--- src/rtl/pipe_alu.sv ---
// pipe_alu: single-issue ALU followed by a delay pipeline.
// The result is computed combinationally from the inputs. It is captured in
// stage 1 and then travels through LATENCY-1 delay stages. Each stage has its
// own valid bit. A stage's data registers only load behind a valid bit, so
// during bubbles the outputs keep showing the last real result.
module pipe_alu #(
    parameter int WIDTH   = 32,
    parameter int LATENCY = 2,
    parameter bit SAT     = 1'b0
) (
    input  logic             clk,
    input  logic             reset,
    input  logic             en,
    input  logic             valid_i,
    input  logic [3:0]       op,
    input  logic [WIDTH-1:0] left,
    input  logic [WIDTH-1:0] right,
    output logic             valid_o,
    output logic [WIDTH-1:0] out,
    output logic             flag,
    output logic             err
);

    typedef enum logic [3:0] {
        OP_ADD  = 4'd0,
        OP_SUB  = 4'd1,
        OP_AND  = 4'd2,
        OP_OR   = 4'd3,
        OP_XOR  = 4'd4,
        OP_NOT  = 4'd5,
        OP_SHL  = 4'd6,
        OP_SHR  = 4'd7,
        OP_ASR  = 4'd8,
        OP_GT   = 4'd9,
        OP_EQ   = 4'd10,
        OP_LT   = 4'd11,
        OP_GTE  = 4'd12,
        OP_LTE  = 4'd13,
        OP_MUL  = 4'd14,
        OP_RSVD = 4'd15
    } op_e;

    // WIDTH always fits in WIDTH bits for WIDTH >= 2. This lets the shift
    // range test compare against the full right operand.
    localparam logic [WIDTH-1:0] WIDTH_VAL = WIDTH'(WIDTH);

    op_e                  op_sel;
    logic [WIDTH:0]       sum;
    logic [WIDTH-1:0]     diff;
    logic [2*WIDTH-1:0]   product;
    logic                 less;
    logic                 equal;
    logic                 shift_big;

    logic [WIDTH-1:0]     res_out;
    logic                 res_flag;
    logic                 res_err;

    assign op_sel    = op_e'(op);
    assign sum       = {1'b0, left} + {1'b0, right};
    assign diff      = left - right;
    assign product   = {{WIDTH{1'b0}}, left} * {{WIDTH{1'b0}}, right};
    assign less      = left < right;
    assign equal     = left == right;
    assign shift_big = right >= WIDTH_VAL;

    // Stage-1 result logic: decode op and form out/flag/err.
    always_comb begin
        // NOTE: every output of this block gets a default first. Then no
        // path through the case statement can leave a value unassigned,
        // and no latch is inferred.
        res_out  = '0;
        res_flag = 1'b0;
        res_err  = 1'b0;
        case (op_sel)
            OP_ADD: begin
                res_flag = sum[WIDTH];
                res_out  = (SAT && sum[WIDTH]) ? {WIDTH{1'b1}} : sum[WIDTH-1:0];
            end
            OP_SUB: begin
                res_flag = less;
                res_out  = (SAT && less) ? '0 : diff;
            end
            OP_AND: res_out = left & right;
            OP_OR:  res_out = left | right;
            OP_XOR: res_out = left ^ right;
            OP_NOT: res_out = ~left;
            OP_SHL: res_out = shift_big ? '0 : (left << right);
            OP_SHR: res_out = shift_big ? '0 : (left >> right);
            OP_ASR: res_out = shift_big ? {WIDTH{left[WIDTH-1]}}
                                        : WIDTH'($signed(left) >>> right);
            OP_GT: begin
                res_flag = !less && !equal;
                res_out  = {{(WIDTH-1){1'b0}}, res_flag};
            end
            OP_EQ: begin
                res_flag = equal;
                res_out  = {{(WIDTH-1){1'b0}}, res_flag};
            end
            OP_LT: begin
                res_flag = less;
                res_out  = {{(WIDTH-1){1'b0}}, res_flag};
            end
            OP_GTE: begin
                res_flag = !less;
                res_out  = {{(WIDTH-1){1'b0}}, res_flag};
            end
            OP_LTE: begin
                res_flag = less || equal;
                res_out  = {{(WIDTH-1){1'b0}}, res_flag};
            end
            OP_MUL: begin
                res_flag = |product[2*WIDTH-1:WIDTH];
                res_out  = product[WIDTH-1:0];
            end
            OP_RSVD: res_err = 1'b1;
            default: res_err = 1'b1;
        endcase
    end

    // Stage registers: index 0 is the computing stage; the rest are delays.
    logic [WIDTH-1:0]   st_out [LATENCY];
    logic [LATENCY-1:0] st_flag;
    logic [LATENCY-1:0] st_err;
    logic [LATENCY-1:0] st_valid;

    // Pipeline advance. Reset wins over en. en=0 freezes every stage.
    always_ff @(posedge clk) begin
        if (reset) begin
            // NOTE: the data registers are cleared here along with the valid
            // bits. The outputs must read 0 right after reset, and these are
            // a handful of flops rather than a RAM, so clearing them is cheap.
            st_valid <= '0;
            st_flag  <= '0;
            st_err   <= '0;
            for (int i = 0; i < LATENCY; i++) begin
                st_out[i] <= '0;
            end
        end else if (en) begin
            // NOTE: non-blocking assignments here. Each stage reads the
            // previous stage's value from before the edge, so the stages
            // shift by exactly one position per edge.
            st_valid[0] <= valid_i;
            if (valid_i) begin
                st_out[0]  <= res_out;
                st_flag[0] <= res_flag;
                st_err[0]  <= res_err;
            end
            for (int i = 1; i < LATENCY; i++) begin
                st_valid[i] <= st_valid[i-1];
                if (st_valid[i-1]) begin
                    st_out[i]  <= st_out[i-1];
                    st_flag[i] <= st_flag[i-1];
                    st_err[i]  <= st_err[i-1];
                end
            end
        end
    end

    assign valid_o = st_valid[LATENCY-1];
    assign out     = st_out[LATENCY-1];
    assign flag    = st_flag[LATENCY-1];
    assign err     = st_err[LATENCY-1];

endmodule

--- config.mk ---
export PLATFORM = sky130hd
export DESIGN_NAME = pipe_alu
export DESIGN_NICKNAME = d
export VERILOG_FILES = /design/src/rtl/pipe_alu.sv
export SDC_FILE = /design/constraint.sdc
export NUM_CORES = 2
export LEC_CHECK = 0
export BUFFER_PORTS_ARGS = -buffer_cell sky130_fd_sc_hd__buf_4
export CAP_MARGIN = 20
export CORE_MARGIN = 5
export CORE_UTILIZATION = 65
export DETAILED_ROUTE_END_ITERATION = 6
export GPL_TIMING_DRIVEN = 0
export PLACE_DENSITY = 0.9
export SLEW_MARGIN = 20
export SYNTH_ARGS = -nofsm -noshare
export SYNTH_HDL_FRONTEND = slang
export SYNTH_SLANG_ARGS = --single-unit
--- constraint.sdc ---
create_clock -name clk -period 12.3 [get_ports clk]
set_clock_uncertainty 0.2 [all_clocks]
set_input_delay 3.075 -clock clk [delete_from_list [all_inputs] [get_ports clk]]
set_output_delay 3.075 -clock clk [all_outputs]
set_load 0.1 [all_outputs]
==> results.cfg <==
[synthesis]
yosysTopAreaCell = fa_1
synthSimpleGateAreaFrac_pct = 16.95
netlist_top_cells_area = fa_1 (41%), ha_1 (10%), nor2_1 (6.8%)
synth_most_common_cell = fa_1
synthCells = 5294
synth_ff_type = edfxtp_1
syn_area_per_cell_um2 = 8.269
synth_compound_area_share_pct = 13.14
synth_area_um2 = 43780
async_flop_share_pct = 0
seq_area_frac_synth_pct = 4.664
synth_common_cells = fa_1 (897), nor2_1 (795), inv_1 (779)
synth_top_family_by_area = adder cells
synth_seq_cells = 70
synth_mux_area_share_pct = 2.192
synth-warning-count = 0
netlist.area_leader.share_pct = 41.02
synthAdderAreaFrac_pct = 51.34
synth.net_count = 6624
synth-xor-area-share_pct = 1.060
ys_types = 95
synth_edf_count = 64

[detailed_routing]
first_iter_violations = 8036
ant_nets = 0
vias_per_cell = 7.376
routedWlPerCell_um = 35.28
drc = 291
wirelength_mm = 221.3
first_pass_iters = 7
num_vias = 46260

[setup_path]
end_kind = flip-flop
critPathMaxFanout = 10
reg2reg_from = st_flag[0]
cp_slowest_cell = fa_1
slowest_delay_ps = 750
startpoint_type = input port
crit_top_cell = fa_1
arrival_ps = 12520
startpoint = right[11]
worst-setup-path-type = in2reg
worstRegToRegCells = 6
cp.required_ps = 12240
path_cells = buf_4 -> clkbuf_1 -> nand2_1 -> fa_1 -> fa_1 -> fa_1 -> fa_1 -> fa_1 -> fa_1 -> fa_1 -> fa_1 -> inv_1 -> ha_1 -> a21oi_1 -> o21ai_0 -> a221oi_1 -> o31ai_1 -> a21oi_2 -> o22ai_1 -> a211o_1 -> nand2_1 -> nor2_1 -> a2111oi_1 -> a31oi_4

[cts]
cts_inserted_buffers = 9
cts_root_buf = clkbuf_16
cts_max_level = 3
cts_sinks = 70
postCtsHoldBufs = 0
cts_tree = done
clock_latency_ps = 340
clock_path_buffers = 2
clkTransAtPathRegs_ps = 60

[cells_and_area]
nets = 6693
fillers = 5190
drive_gt1_share_pct = 7.303
fin_util_pct = 69.01
area_growth_pct = 5.688

[sta]
finalCriticalPeriod_ps = 12580
hold_violations = 0
max_freq_mhz = 79.48
finalSetupViolations = 1
slew_headroom_pct = 11.75
fin_ws_ps = -281.6
fin_crit_sh_pct = 102.3
tightest_slew_ps = 1314
slew_violations = 0

[die]
coreArea_um2 = 67040
rows = 95
die_x_um = 269.5
die_h_um = 269.5
ioPinCount = 107
start_util_pct = 65.30
fp.dieArea_um2 = 72640

[placed_design]
routabilityCongestion = 1.184
portBuffers = 104
dp_hpwl_mm = 178.1

[global_route]
grt_util_all_layers_pct = 60.06
grt_overflow = 0
grt_pass1_vias = 46784
grt_pass1_wl_mm = 316.7
grt_start_max_net_pins = 34
antenna_found_initial = 24

[status]
violations = DRC, setup timing
status = finished with violations

[min_path]
min_path_type = reg2reg
hold_depth = 2
holdCritStartpoint = st_err[1]

[flow_run]
drv_cap = 0
final cells by class:
cell class	count	area, um^2	share of cell area, %
Antenna cell	31	77.57	0.1677
Buffer	334	1639	3.543
Clock buffer	9	225.2	0.4868
Clock inverter	7	41.29	0.08924
Inverter	804	3059	6.612
Multi-Input combinational cell	4030	37230	80.48
Sequential cell	70	2042	4.413
Tap cell	873	1092	2.361
Timing Repair Buffer	114	855.8	1.850
critical path, delay by kind of cell:
kind            cells  cell delay (ps)
buf+inv             3              890
compound gates      9             3090
fa+ha+maj           9             4880
simple gates        3              560
repair_timing:
action,4_1_cts,5_1_grt
pin swaps,3,0
buffers inserted,3,6
gates resized for setup,111,126
setup endpoints to repair,22,2
path summary, 6_finish.rpt:
check             slack, ps          to
setup reg to reg       9620  st_flag[0]
hold reg to reg         280   st_err[1]
hold / removal          280   st_err[1]
setup / recovery       -280  st_flag[0]
registers in the layout (all words and copies together) (netlist names):
| name | count |
|---|---|
| st_out | 64 |
| st_err | 2 |
| st_flag | 2 |
| st_valid | 2 |
metal layers:
| layer | track usage [%] | vias up | share of wire (%) |
|---|---|---|---|
| li1 | - | 17141 | - |
| met1 | 66.08 | 21626 | 30 |
| met2 | 81.19 | 5436 | 38 |
| met3 | 34.61 | 2037 | 18 |
| met4 | 54.67 | 20 | 13 |
| met5 | 0.5263 | - | 0.094 |
cells by family (layout without fill, tap and decap cells):
family                     Yosys count  count (layout)
DFF                                 70              70
AOI/OAI and AO/OA                  882             882
buffers and inverters             1194            1268
muxes                               69              69
and+or+nand+nor                   1768            1768
other                                0              31
xor gates and xnor gates            53              53
adders and majority gates         1258            1258
stage by stage:
stage | hold slack, ps | setup slack [ps] | cells | TNS [ps] | instance area, um^2
6_report | 278.4 | -281.6 | 6272 | -281.6 | 46270
5_1_grt | 310.4 | -220.8 | 6242 | -220.8 | 46190
4_1_cts | 279.2 | 1.799 | 6253 | 0 | 46150
3_5_place_dp | 271.0 | -2926 | 6272 | -29480 | 45700
3_3_place_gp | 245.1 | -3710 | 6271 | -30790 | 45650
2_1_floorplan | 251.2 | 712.8 | 5294 | 0 | 43780
placed cells by master, fill, tap and decap left out, types with 27 or more instances in the layout:
cell / count
a21oi_1: 250
buf_2: 41
fa_1: 897
xnor2_1: 34
nor3_1: 69
edfxtp_1: 64
nand3_1: 49
buf_1: 35
nor2_1: 790
a21o_1: 34
nand2_1: 632
a221oi_1: 27
a211oi_1: 45
inv_1: 773
clkbuf_2: 56
and2_1: 49
o22ai_1: 42
ha_1: 361
nand4_1: 31
buf_4: 153
clkbuf_1: 143
o211ai_1: 27
a31oi_1: 39
o21ai_1: 44
mux2i_1: 34
o21ai_0: 136
diode_2: 31
Power is not shown: default switching activity piles up to over one toggle a cycle in this logic, so the estimate is an artifact.
